### config.mk
export PLATFORM = sky130hd
export DESIGN_NAME = mnist_csr_bank_flat
export DESIGN_NICKNAME = d
export VERILOG_FILES = /design/src/rtl/mnist_csr_bank_if.sv /design/src/rtl/mnist_csr_bank.sv /design/src/flat_wrapper.sv
export SDC_FILE = /design/constraint.sdc
export NUM_CORES = 1
export LEC_CHECK = 0
export CAP_MARGIN = 10
export CORE_UTILIZATION = 40
export DETAILED_ROUTE_END_ITERATION = 6
export GPL_ROUTABILITY_DRIVEN = 0
export GPL_TIMING_DRIVEN = 0
export PLACE_DENSITY_LB_ADDON = 0.2
export SYNTH_ARGS = -nofsm -noshare
export SYNTH_HDL_FRONTEND = slang
export SYNTH_SLANG_ARGS = --single-unit
### constraint.sdc
create_clock -name Clk -period 2.13 [get_ports Clk]
set_clock_uncertainty 0.05 [all_clocks]
set_input_delay 0.426 -clock Clk [delete_from_list [all_inputs] [get_ports Clk]]
set_output_delay 0.426 -clock Clk [all_outputs]
set_load 0.02 [all_outputs]
### src/rtl/mnist_csr_bank_if.sv
// rtl/mnist_csr_bank_if.sv - register bus between a bus master and the mnist CSR bank
interface mnist_csr_bank_if #(
    parameter int ADDR_W = 6
);
    logic              W;
    logic              R;
    logic [ADDR_W-1:0] Addr;
    logic [3:0]        Byte_En;
    logic [31:0]       Write_Data;
    logic [31:0]       Read_Data;

    modport master (
        output W, R, Addr, Byte_En, Write_Data,
        input  Read_Data
    );

    modport slave (
        input  W, R, Addr, Byte_En, Write_Data,
        output Read_Data
    );
endinterface

### src/rtl/mnist_csr_bank.sv
// rtl/mnist_csr_bank.sv - operand/result CSR bank with start/done handshake for a compute core
module mnist_csr_bank #(
    parameter int IN_WORDS  = 4,
    parameter int OUT_WORDS = 4,
    parameter int ADDR_W    = 6
) (
    input  logic                     Clk,
    input  logic                     Reset_n,
    mnist_csr_bank_if.slave          Bus,
    output logic [32*IN_WORDS-1:0]   Operand,
    input  logic [32*OUT_WORDS-1:0]  Result,
    output logic                     Start,
    input  logic                     Done,
    output logic                     Irq
);
    localparam int CTRL_IDX   = IN_WORDS + OUT_WORDS;
    localparam int STATUS_IDX = IN_WORDS + OUT_WORDS + 1;

    typedef enum logic {
        ST_IDLE,
        ST_BUSY
    } state_t;

    state_t      state_q, state_d;
    logic [31:0] opnd_q [IN_WORDS];
    logic [31:0] res_q  [OUT_WORDS];
    logic        irq_en_q;
    logic        done_q;
    logic        err_q;
    logic        start_q;
    logic [31:0] rdata_q;

    logic [IN_WORDS-1:0] sel_opnd;
    logic                sel_ctrl;
    logic                sel_status;
    logic                wr_opnd;
    logic                wr_ctrl;
    logic                wr_status;
    logic                busy;
    logic                done_acc;
    logic                start_d;
    logic                start_err;
    logic                err_set;
    logic [31:0]         rd_mux;

    always_comb begin
        sel_opnd = '0;
        for (int i = 0; i < IN_WORDS; i++) begin
            if (Bus.Addr == ADDR_W'(i)) sel_opnd[i] = 1'b1;
        end
        sel_ctrl   = (Bus.Addr == ADDR_W'(CTRL_IDX));
        sel_status = (Bus.Addr == ADDR_W'(STATUS_IDX));
    end

    // CTRL and STATUS only carry bits in the low byte lane
    assign wr_opnd   = Bus.W & (|sel_opnd);
    assign wr_ctrl   = Bus.W & sel_ctrl & Bus.Byte_En[0];
    assign wr_status = Bus.W & sel_status & Bus.Byte_En[0];

    assign busy     = (state_q == ST_BUSY);
    assign done_acc = Done & busy;

    always_comb begin
        state_d   = state_q;
        start_d   = 1'b0;
        start_err = 1'b0;
        case (state_q)
            ST_IDLE: begin
                if (wr_ctrl && Bus.Write_Data[0]) begin
                    state_d = ST_BUSY;
                    start_d = 1'b1;
                end
            end
            ST_BUSY: begin
                // a START colliding with Done is still rejected; Done wins
                if (wr_ctrl && Bus.Write_Data[0]) start_err = 1'b1;
                if (Done) state_d = ST_IDLE;
            end
            default: state_d = ST_IDLE;
        endcase
    end

    assign err_set = start_err | (wr_opnd & busy);

    always_comb begin
        rd_mux = '0;
        for (int i = 0; i < IN_WORDS; i++) begin
            if (Bus.Addr == ADDR_W'(i)) rd_mux = opnd_q[i];
        end
        for (int j = 0; j < OUT_WORDS; j++) begin
            if (Bus.Addr == ADDR_W'(IN_WORDS + j)) rd_mux = res_q[j];
        end
        if (sel_ctrl)   rd_mux = {30'b0, irq_en_q, 1'b0};
        if (sel_status) rd_mux = {29'b0, err_q, done_q, busy};
    end

    always_ff @(posedge Clk or negedge Reset_n) begin
        if (!Reset_n) begin
            state_q  <= ST_IDLE;
            start_q  <= 1'b0;
            irq_en_q <= 1'b0;
            done_q   <= 1'b0;
            err_q    <= 1'b0;
            rdata_q  <= '0;
            for (int i = 0; i < IN_WORDS; i++)  opnd_q[i] <= '0;
            for (int j = 0; j < OUT_WORDS; j++) res_q[j]  <= '0;
        end else begin
            state_q <= state_d;
            start_q <= start_d;
            if (wr_ctrl) irq_en_q <= Bus.Write_Data[1];
            // set beats write-1-to-clear when both land on the same edge
            done_q <= done_acc | (done_q & ~(wr_status & Bus.Write_Data[1]));
            err_q  <= err_set  | (err_q  & ~(wr_status & Bus.Write_Data[2]));
            for (int i = 0; i < IN_WORDS; i++) begin
                if (Bus.W && sel_opnd[i] && !busy) begin
                    for (int b = 0; b < 4; b++) begin
                        if (Bus.Byte_En[b]) opnd_q[i][8*b +: 8] <= Bus.Write_Data[8*b +: 8];
                    end
                end
            end
            if (done_acc) begin
                for (int j = 0; j < OUT_WORDS; j++) begin
                    res_q[j] <= Result[32*(OUT_WORDS-1-j) +: 32];
                end
            end
            if (Bus.R) rdata_q <= rd_mux;
        end
    end

    for (genvar g = 0; g < IN_WORDS; g++) begin : g_operand
        assign Operand[32*(IN_WORDS-1-g) +: 32] = opnd_q[g];
    end

    assign Bus.Read_Data = rdata_q;
    assign Start         = start_q;
    assign Irq           = done_q & irq_en_q;
endmodule

### src/flat_wrapper.sv
// flat-port wrapper written by rule: the top's interface ports become plain ports
module mnist_csr_bank_flat 
#(
    parameter int IN_WORDS  = 4,
    parameter int OUT_WORDS = 4,
    parameter int ADDR_W    = 6
)
  (Clk, Reset_n, Operand, Result, Start, Done, Irq, Bus_W, Bus_R, Bus_Addr, Bus_Byte_En, Bus_Write_Data, Bus_Read_Data);
  mnist_csr_bank_if #(.ADDR_W(ADDR_W)) Bus_i ();
  input  logic Clk;
  input  logic Reset_n;
  output logic [32*IN_WORDS-1:0] Operand;
  input  logic [32*OUT_WORDS-1:0] Result;
  output logic Start;
  input  logic Done;
  output logic Irq;
  input wire logic [$bits(Bus_i.W)-1:0] Bus_W;
  input wire logic [$bits(Bus_i.R)-1:0] Bus_R;
  input wire logic [$bits(Bus_i.Addr)-1:0] Bus_Addr;
  input wire logic [$bits(Bus_i.Byte_En)-1:0] Bus_Byte_En;
  input wire logic [$bits(Bus_i.Write_Data)-1:0] Bus_Write_Data;
  output wire logic [$bits(Bus_i.Read_Data)-1:0] Bus_Read_Data;
  assign Bus_i.W = Bus_W;
  assign Bus_i.R = Bus_R;
  assign Bus_i.Addr = Bus_Addr;
  assign Bus_i.Byte_En = Bus_Byte_En;
  assign Bus_i.Write_Data = Bus_Write_Data;
  assign Bus_Read_Data = Bus_i.Read_Data;
  mnist_csr_bank #(.IN_WORDS(IN_WORDS), .OUT_WORDS(OUT_WORDS), .ADDR_W(ADDR_W)) u_core (.Clk(Clk), .Reset_n(Reset_n), .Bus(Bus_i), .Operand(Operand), .Result(Result), .Start(Start), .Done(Done), .Irq(Irq));
endmodule
# [Word level (Yosys, flattened, before mapping)]
# Cells that the tools add are included.
[op_classes] n_eq_ne=9 n_bitwise=18 reduce_logical=28 mux=19
[op_table] op="32-bit 2-to-1 mux" count=10
[op_table] op="2-bit AND reduction" count=16
[op_table] op="6-bit by 3-bit equality test with 1-bit output (second input constant)" count=4
[op_table] op="1-bit AND" count=12
[op_table] op="6-bit by 2-bit equality test with 1-bit output (second input constant)" count=2
[op_table] op="6-bit by 4-bit equality test with 1-bit output (second input constant)" count=2
[op_table] op="1-bit logical AND" count=9
[op_table] op="1-bit 2-to-1 mux" count=8
[op_table] op="6-bit by 1-bit equality test with 1-bit output (second input constant)" count=1
[op_table] op="6-bit zero test" count=1
[op_table] op="4-bit OR reduction" count=1
[op_table] op="1-bit inverter" count=3
[op_table] op="1-bit bitwise OR" count=3
[op_table] op="1-bit case mux with 2 select lines" count=1
[op_table] op="1-bit zero test" count=1
[word_totals] ff_bits=293 out_inout_bits=162 word_cells=100

# [Depth between registers and ports, before layout]
# Gate-level depths: netlist of run 1.
[logic_depth] depth_word=11 ltp_mapped=7 ltp_nobuf=4

# [Least setup slack after synthesis of run 1]
# OpenSTA, ideal clock, no wires.
[synth_path] kind="input to register" startpoint="input port Bus_Addr[2]" endpoint="register u_core.opnd_q (netlist bit u_core.Operand[22])" setup_slack_ns=0.117 cell_stages=5 arrival_ns=1.835 required_time_ns=1.952 path_buffers=1 cell_sequence="buf_2 or3b_4 nor3_4 nand2_4 mux2_1"
[synth_via] elab_chain_len=5
[synth_rtl] item="start: declaration" line="flat_wrapper.sv:19" text="input wire logic [$bits(Bus_i.Addr)-1:0] Bus_Addr;"
[synth_rtl] item="6-bit by 2-bit equality test with 1-bit output" line="mnist_csr_bank.sv:49" text="if (Bus.Addr == ADDR_W'(i)) sel_opnd[i] = 1'b1;"
[synth_rtl] item="1-bit 2-to-1 mux" line="mnist_csr_bank.sv:49"
[synth_rtl] item="1-bit logical AND (2 in series)" line="mnist_csr_bank.sv:115" text="if (Bus.W && sel_opnd[i] && !busy) begin"
[synth_rtl] item="2-bit AND reduction (no line)"
[synth_rtl] item="end signal: indexed assignment" line="mnist_csr_bank.sv:117" text="if (Bus.Byte_En[b]) opnd_q[i][8*b +: 8] <= Bus.Write_Data[8*b +: 8];"
[synth_rtl] item="end: declaration" line="mnist_csr_bank.sv:25" text="logic [31:0] opnd_q [IN_WORDS];"
# Every way passes these cells.
# A chain may end at the register's enable or synchronous reset.

# [Final worst setup path of run 1]
[layout_path] startpoint="input port Bus_Addr[1]" endpoint="register u_core.rdata_q[20] (netlist: u_core.Bus.Read_Data[20])"
[layout_via] elab_chain_len=11
[layout_rtl] item="6-bit zero test" line="mnist_csr_bank.sv:88" text="if (Bus.Addr == ADDR_W'(i)) rd_mux = opnd_q[i];"
[layout_rtl] item="32-bit 2-to-1 mux (4 in series)" line="mnist_csr_bank.sv:88"
[layout_rtl] item="32-bit 2-to-1 mux (4 in series)" line="mnist_csr_bank.sv:91" text="if (Bus.Addr == ADDR_W'(IN_WORDS + j)) rd_mux = res_q[j];"
[layout_rtl] item="32-bit 2-to-1 mux" line="mnist_csr_bank.sv:93" text="if (sel_ctrl) rd_mux = {30'b0, irq_en_q, 1'b0};"
[layout_rtl] item="32-bit 2-to-1 mux *" line="mnist_csr_bank.sv:94" text="if (sel_status) rd_mux = {29'b0, err_q, done_q, busy};"
[layout_rtl] item="end signal: assignment" line="mnist_csr_bank.sv:126" text="if (Bus.R) rdata_q <= rd_mux;"
[layout_rtl] item="end: declaration" line="mnist_csr_bank.sv:31" text="logic [31:0] rdata_q;"
# Mark *: on every way between the ends. The rest lies on a longest branch, timed or not.

==> results of run 1 <==
cell families (layout without fill, tap and decap cells):
family          after synthesis  after routing
mux                         350            350
other cells                   0              6
compound gates              109            109
simple gates                 91             91
flops                       293            293
buf+inv                      89            486
power breakdown:
part	internal (mW)	switching, mW
Clock	3.70	2.28
Sequential	5.92	0.230
Combinational	1.11	0.935
Total	10.7	3.45
cell type report:
type / count / area (um2)
flip-flops and latches: 293 / 7330
clock buffers: 47 / 1020
repair buffers: 343 / 3500
clock inverters: 8 / 118
fillers: 2814 / 14100
diodes: 6 / 15.0
multi-input cells: 550 / 5550
plain buffers: 55 / 248
well taps: 442 / 553
inverters: 33 / 124
critical path, stage by stage:
cell and delay, ps:
buf_2 210, buf_4 290, buf_1 670, mux4_2 430, mux2i_1 210, o32ai_1 120
layer usage:
layer,share of wire (%),up-vias,GRT usage [%],wire length [um]
met5,0.030,-,0,12
met4,2.9,2,8.33,1190
met3,7.3,73,6.91,2940
met2,46,306,38.1,18700
met1,43,4736,32.0,17500
li1,-,4174,-,-
worst paths after layout:
check,start,to,slack (ps),depth (start not counted)
min,Bus_Addr[3],u_core.busy$_DFF_PN0_,310,3
min in group asynchronous,Reset_n,u_core.Operand[52]$_DFFE_PN0P_,430,2
max,Bus_Addr[1],u_core.Bus.Read_Data[20]$_DFFE_PN0P_,60,6
max reg2reg,u_core.busy$_DFF_PN0_,u_core.Operand[10]$_DFFE_PN0P_,170,5
max in group asynchronous,Reset_n,u_core.res_q[0]$_DFFE_PN0P_,440,4
min reg2reg,u_core.res_q[82]$_DFFE_PN0P_,u_core.res_q[82]$_DFFE_PN0P_,450,1
metrics by stage:
step | cells | utilization [%]
3_3_place_gp | 1707 | 52.6
3_5_place_dp | 1709 | 52.8
4_1_cts | 1771 | 56.6
2_1_floorplan | 932 | -
5_1_grt | 1775 | 56.7
6_report | 1777 | 56.8
what timing repair did:
item | in CTS | in global routing
gates resized for setup | 6 | 30
cloned | 0 | 1
buffers inserted | 6 | 0
hold buffers | 1 | 0
endpoints found under the setup margin | 246 | 289
hold endpoints to repair | 91 | 0
pin swaps | 4 | 1
sequential cells by signal (all words and copies together), names as in the netlist:
| register | cells |
|---|---|
| u_core.Bus.Read_Data | 32 |
| u_core.done_q | 1 |
| u_core.res_q | 128 |
| u_core.irq_en_q | 1 |
| u_core.err_q | 1 |
| u_core.busy | 1 |
| u_core.Operand | 128 |
| u_core.Start | 1 |
cell usage in the layout, fill, tap and decap left out, types with 10 or more instances in the layout:
| cell | netlist | routed |
|---|---|---|
| buf_2 | 12 | 13 |
| clkbuf_1 | 36 | 23 |
| clkbuf_16 | 0 | 38 |
| clkbuf_2 | 0 | 17 |
| clkdlybuf4s50_1 | 0 | 330 |
| dfrtp_1 | 293 | 293 |
| inv_1 | 33 | 33 |
| mux2_1 | 10 | 10 |
| mux2_2 | 235 | 235 |
| mux2_4 | 14 | 14 |
| mux2i_1 | 62 | 62 |
| mux4_2 | 29 | 29 |
| nand2_4 | 16 | 16 |
| nor2_1 | 35 | 35 |
| o21ai_0 | 60 | 60 |
| o32ai_1 | 28 | 28 |
==> summary.md, run 1 <==
| Metric | Value |
|---|---|
| CTS tree | yes |
| Dpl ws | -761 ps |
| Syn_nets | 1107 |
| Synth area leader | dfrtp_1 |
| Wire per inst | 22.7 um |
| Port Buffers | 333 |
| Clk buf depth | 3 |
| Tcrit/Tclk final | 97.2% |
| Die W | 184 um |
| 1st-iter DRT viols | 455 |
| Post-Syn Instances | 932 |
| Crit Path Max Fanout | 10 |
| P_leak | 8.76 nW |
| Share of the yosys chip area belonging to registers | 55.4% |
| Largest net degree at the start of global routing | 108 |
| Clock latency on the worst-skew pair | 510 ps |
| Share of cells above drive strength 1 | 29.6% |
| Post-synthesis register bit count | 293 |
| Status | complete, no violations |
| Number of flops mapped to enable cells by yosys | 0 |
| Setup violators final | 0 |
| I/O Pins | 337 |
| Vias in the first global route | 10122 |
| Post-Route WL | 40.3 mm |
| Final Power | 14.2 mW |
| Final hold violations | 0 |
| Clock-pin slew on the worst setup and hold paths | 60 ps |
| Root Driver | clkbuf_16 |
| Worst path arrival time | 2370 ps |
| Pins Over Slew Limit | 0 |
| RSZ-0062 raised after global routing | false |
| Sum Neg Setup Slack | 0 ps |
| Max Freq | 0.483 GHz |
| Core Area | 32500 um2 |
| HP Class | in2reg |
| Post-DRT Antenna Nets | 0 |
| Synth area leaders | dfrtp_1, mux2_2, mux4_2 |
| DRT Pass-1 Iters | 4 |
| GRT overflow | 0 |
| Pwr Density | 767 nW/um2 |
| Required time of the critical path | 2430 ps |
| Area fraction of the dominant cell type after synthesis | 55.4% |
| Initial antenna violation count | 7 |
| XOR/XNOR Fraction of Synth Area | 0% |
| Vias/cell | 5.23 |
| First-pass GRT wire length | 61.2 mm |
| Top FF cell, synth | dfrtp_1 |
| Post-synth top cells | dfrtp_1, mux2_2, mux2i_1, o21ai_0, clkbuf_1 |
| Remaining DRCs | 0 |
| CTS H-tree lvls | 2 |
| Critical path class | in2reg |
| Startpoint types | input port |
| Slew HR | 35.1% |
| Count leader, synth | dfrtp_1 |
| Actual slew at the worst max-slew pin | 970 ps |
| WHS | 306 ps |
| Mux share of post-synthesis cell area | 32.1% |
| TritonCTS Buffers | 35 |
| Via count | 9291 |
| Syn Area/Cell | 14.2 um2 |
| DIE AREA | 33800 um2 |
| Area growth syn-to-layout | 39.6% |
| Ys Warns | 0 |
| Max_cap viols | 0 |
| Async set-or-reset flop fraction in the synthesized netlist | 100% |
| Area share of fa/ha/maj cells after synthesis | 0% |
| Largest family of logic cells by synthesized area | multiplexers |
| Chip Height | 184 um |
| Nets | 1486 |
| Simple-gate share of the synthesized area | 4.46% |
| Initial Util | 40.7% |
| Post-synthesis compound-gate area fraction | 5.38% |
| HPWL after DPL | 28.5 mm |
| Sink Count | 293 |
| Placed Area | 17200 um2 |
| FP Rows | 66 |
| Crit end category | flip-flop |
| Synth unique cells | 43 |
| Total Routing Usage GR | 24.2% |
| Final setup margin | 59.1 ps |
| Design area | 18500 um2 |
| Worst vdd ir | 0.635 mV |
| Fin crit period | 2070 ps |
| Synthesized cell area | 13200 um2 |
Power figures use the tool's default switching activity.
==> run 2: changes to the inputs <==
- ABC_CLOCK_PERIOD_IN_PS: not set -> 2130
- SKIP_LAST_GASP: not set -> 1
==> results of run 2 <==
The final DEF is identical to that of run 1; final timing and power are the same.
==> run 3: changes to the inputs <==
- REMOVE_ABC_BUFFERS: not set -> 1
==> summary.md, run 3 (synthesized netlist as in run 1, its figures left out) <==
| Metric | Value |
|---|---|
| Status | complete, no violations |
| 1st-iter DRT viols | 321 (-29%) |
| Crit Path Max Fanout | 8 (-2) |
| Share of cells above drive strength 1 | 29.4% (-0.20 points) |
| Worst reg-to-reg setup slack | 150 ps (-20 ps) |
| FP Rows | 66 (unchanged) |
| Die W | 184 um (unchanged) |
| Pins Over Slew Limit | 0 (unchanged) |
| HP Class | in2reg |
| Fin crit period | 2030 ps (-39.0 ps) |
| Final Non-Filler Cells | 1731 (-2.6%) |
| P_leak | 8.72 nW (-0.39%) |
| Clock Power Share | 42.6% (+0.4 points) |
| First-pass GRT wire length | 56.6 mm (-7.4%) |
| Sink Count | 293 (unchanged) |
| Post-layout util | 56.8% (about the same) |
| Crit end category | flip-flop |
| CP top delay family | simple AND/OR/NAND/NOR gates |
| Nets | 1439 (-3.2%) |
| TritonCTS Buffers | 35 (unchanged) |
| GRT overflow | 0 (unchanged) |
| Slew HR | 40.6% (+5.5 points) |
| CTS tree | yes |
| Chip Height | 184 um (unchanged) |
| Max incr delay on CP | 530 ps (-140 ps) |
| Crit path to | u_core.Operand[23]$_DFFE_PN0P_ |
| Clock-pin slew on the worst setup and hold paths | 60 ps (about the same) |
| Clock latency on the worst-skew pair | 520 ps (about the same) |
| Root Driver | clkbuf_16 |
| DIE AREA | 33800 um2 (unchanged) |
| DRT Pass-1 Iters | 4 (unchanged) |
| Total Routing Usage GR | 21.9% (-2.3 points) |
| Crit-path cells | clkdlybuf4s50_1 -> or3_4 -> nor3_4 -> buf_12 -> nand2_4 -> mux2_1 |
| R2R Path End | u_core.Operand[23]$_DFFE_PN0P_ |
| Seq pwr share | 43.1% (-0.3 points) |
| Max Freq | 0.492 GHz (+1.9%) |
| Vias in the first global route | 9659 (-4.6%) |
| Final hold violations | 0 (unchanged) |
| Cell count after placement | 1663 (-2.7%) |
| Design area | 18500 um2 (about the same) |
| Initial antenna violation count | 4 (-3) |
| Vias/cell | 5.18 (-0.99%) |
| Actual slew at the worst max-slew pin | 890 ps (-79.2 ps) |
| Sum Neg Setup Slack | 0 ps (unchanged) |
| Initial Util | 40.7% (unchanged) |
| Post-DRT Antenna Nets | 0 (unchanged) |
| Port Buffers | 336 (+0.90%) |
| Worst vdd ir | 0.584 mV (-7.9%) |
| Remaining DRCs | 0 (unchanged) |
| Wire per inst | 21.2 um (-6.7%) |
| Int Power | 10.8 mW (+0.29%) |
| Setup violators final | 0 (unchanged) |
| Dpl ws | -1140 ps (-382 ps) |
| Post-Route WL | 36.7 mm (-9.1%) |
| Pwr Density | 770 nW/um2 (+0.37%) |
| Core Area | 32500 um2 (unchanged) |
| Required time of the critical path | 2470 ps (+40 ps) |
| RSZ-0062 raised after global routing | false |
| Max_cap viols | 0 (unchanged) |
| Worst path depth | 6 (unchanged) |
| FF-to-FF path depth | 5 (unchanged) |
| Tcrit/Tclk final | 95.4% (-1.8 points) |
| Worst r2r src | u_core.busy$_DFF_PN0_ |
| Clk buf depth | 3 (unchanged) |
| CTS H-tree lvls | 2 (unchanged) |
| Crit path max-delay cell type | clkdlybuf4s50_1 |
| Fillers | 2748 (-2.3%) |
| HPWL after DPL | 23.8 mm (-17%) |
| CP Launch Point | Bus_Addr[3] |
| Combinational group share of total power | 14.3% (about the same) |
| Placed Area | 17200 um2 (about the same) |
| Largest net degree at the start of global routing | 115 (+6.5%) |
| Critical path class | in2reg |
| Startpoint types | input port |
| Buf/Inv on CP | 2 (-1) |
| Worst path arrival time | 2370 ps (about the same) |
| Commonest non-fill, non-tap cell in the layout | clkdlybuf4s50_1 |
| Most frequent cells in the layout | clkdlybuf4s50_1, dfrtp_1, mux2_2 |
| Via count | 8961 (-3.6%) |
| Final setup margin | 98.1 ps (+39.0 ps) |
| Psw | 3.47 mW (+0.73%) |
| Area growth syn-to-layout | 39.6% (about the same) |
| I/O Pins | 337 (unchanged) |
| Sw Ratio | 24.4% (+0.080 points) |
## run 3: changes by cell type in the layout (fill, tap and decap cells not counted), sizes merged
cell,delta
diode,-4
bufinv,+1
buf,-10
dlymetal6s2s,-1
clkbuf,-33
inv,+3
clkinvlp,-1
clkinv,-1
## run 3: worst register-to-register path, stage by stage (launching register included)
cell and delay (ps):
dfrtp_1 480, or3b_4 500, nor3_4 170, buf_12 150, nand2_4 130, mux2_1 350
## run 3: through the flow
step	hold slack [ps]	total power, mW
3_5_place_dp	428	8.27
2_1_floorplan	80.4	7.03
5_1_grt	402	14.8
3_3_place_gp	431	8.26
4_1_cts	343	14.4
6_report	359	14.2
## run 3: worst min path at each step
stage / startpoint / slack (ps) / to / cells past startpoint
4_1_cts: Bus_Addr[0] / 340 / u_core.done_q$_DFF_PN0_ / 3
3_5_place_dp: Reset_n / 430 / u_core.Operand[7]$_DFFE_PN0P_ / 1
5_1_grt: Bus_R / 400 / u_core.Bus.Read_Data[7]$_DFFE_PN0P_ / 2
6_report: Bus_Addr[0] / 360 / u_core.done_q$_DFF_PN0_ / 3
3_3_place_gp: u_core.res_q[94]$_DFFE_PN0P_ / 430 / u_core.res_q[94]$_DFFE_PN0P_ / 1
2_1_floorplan: Reset_n / 80 / u_core.Bus.Read_Data[0]$_DFFE_PN0P_ / 0
## run 3: cell type report
cell class	count	area, um2	area share (%)
flip-flops and latches	293	7330	39.7
inverters	33	124	0.671
well taps	442	553	2.99
diodes	2	5.00	0.0271
repair buffers	351	3710	20.1
clock buffers	50	992	5.37
multi-input cells	550	5590	30.3
clock inverters	10	161	0.874
## run 3: repair_timing
| item | CTS | global route |
|---|---|---|
| hold buffers | 1 | 0 |
| setup endpoints to repair | 160 | 274 |
| pin swaps | 4 | 0 |
| buffers inserted | 4 | 0 |
| resized for setup | 6 | 5 |
| gates cloned | 0 | 1 |
| hold endpoints to repair | 93 | 0 |
## run 3: layer usage
layer | share of wire [%] | global-route usage, %
met1 | 42 | 27.7
met2 | 49 | 36.9
met3 | 6.9 | 6.08
met4 | 1.9 | 5.87
met5 | 0.085 | 0
## run 3: power by group through the flow
stage	Sequential (mW)	Combinational [mW]	Clock (mW)
after floorplan	6.45	0.585	0
after global placement	6.23	2.03	0
after detailed placement	6.23	2.03	0
after CTS	6.14	2.05	6.23
after global routing	6.19	2.17	6.44
final	6.14	2.03	6.06
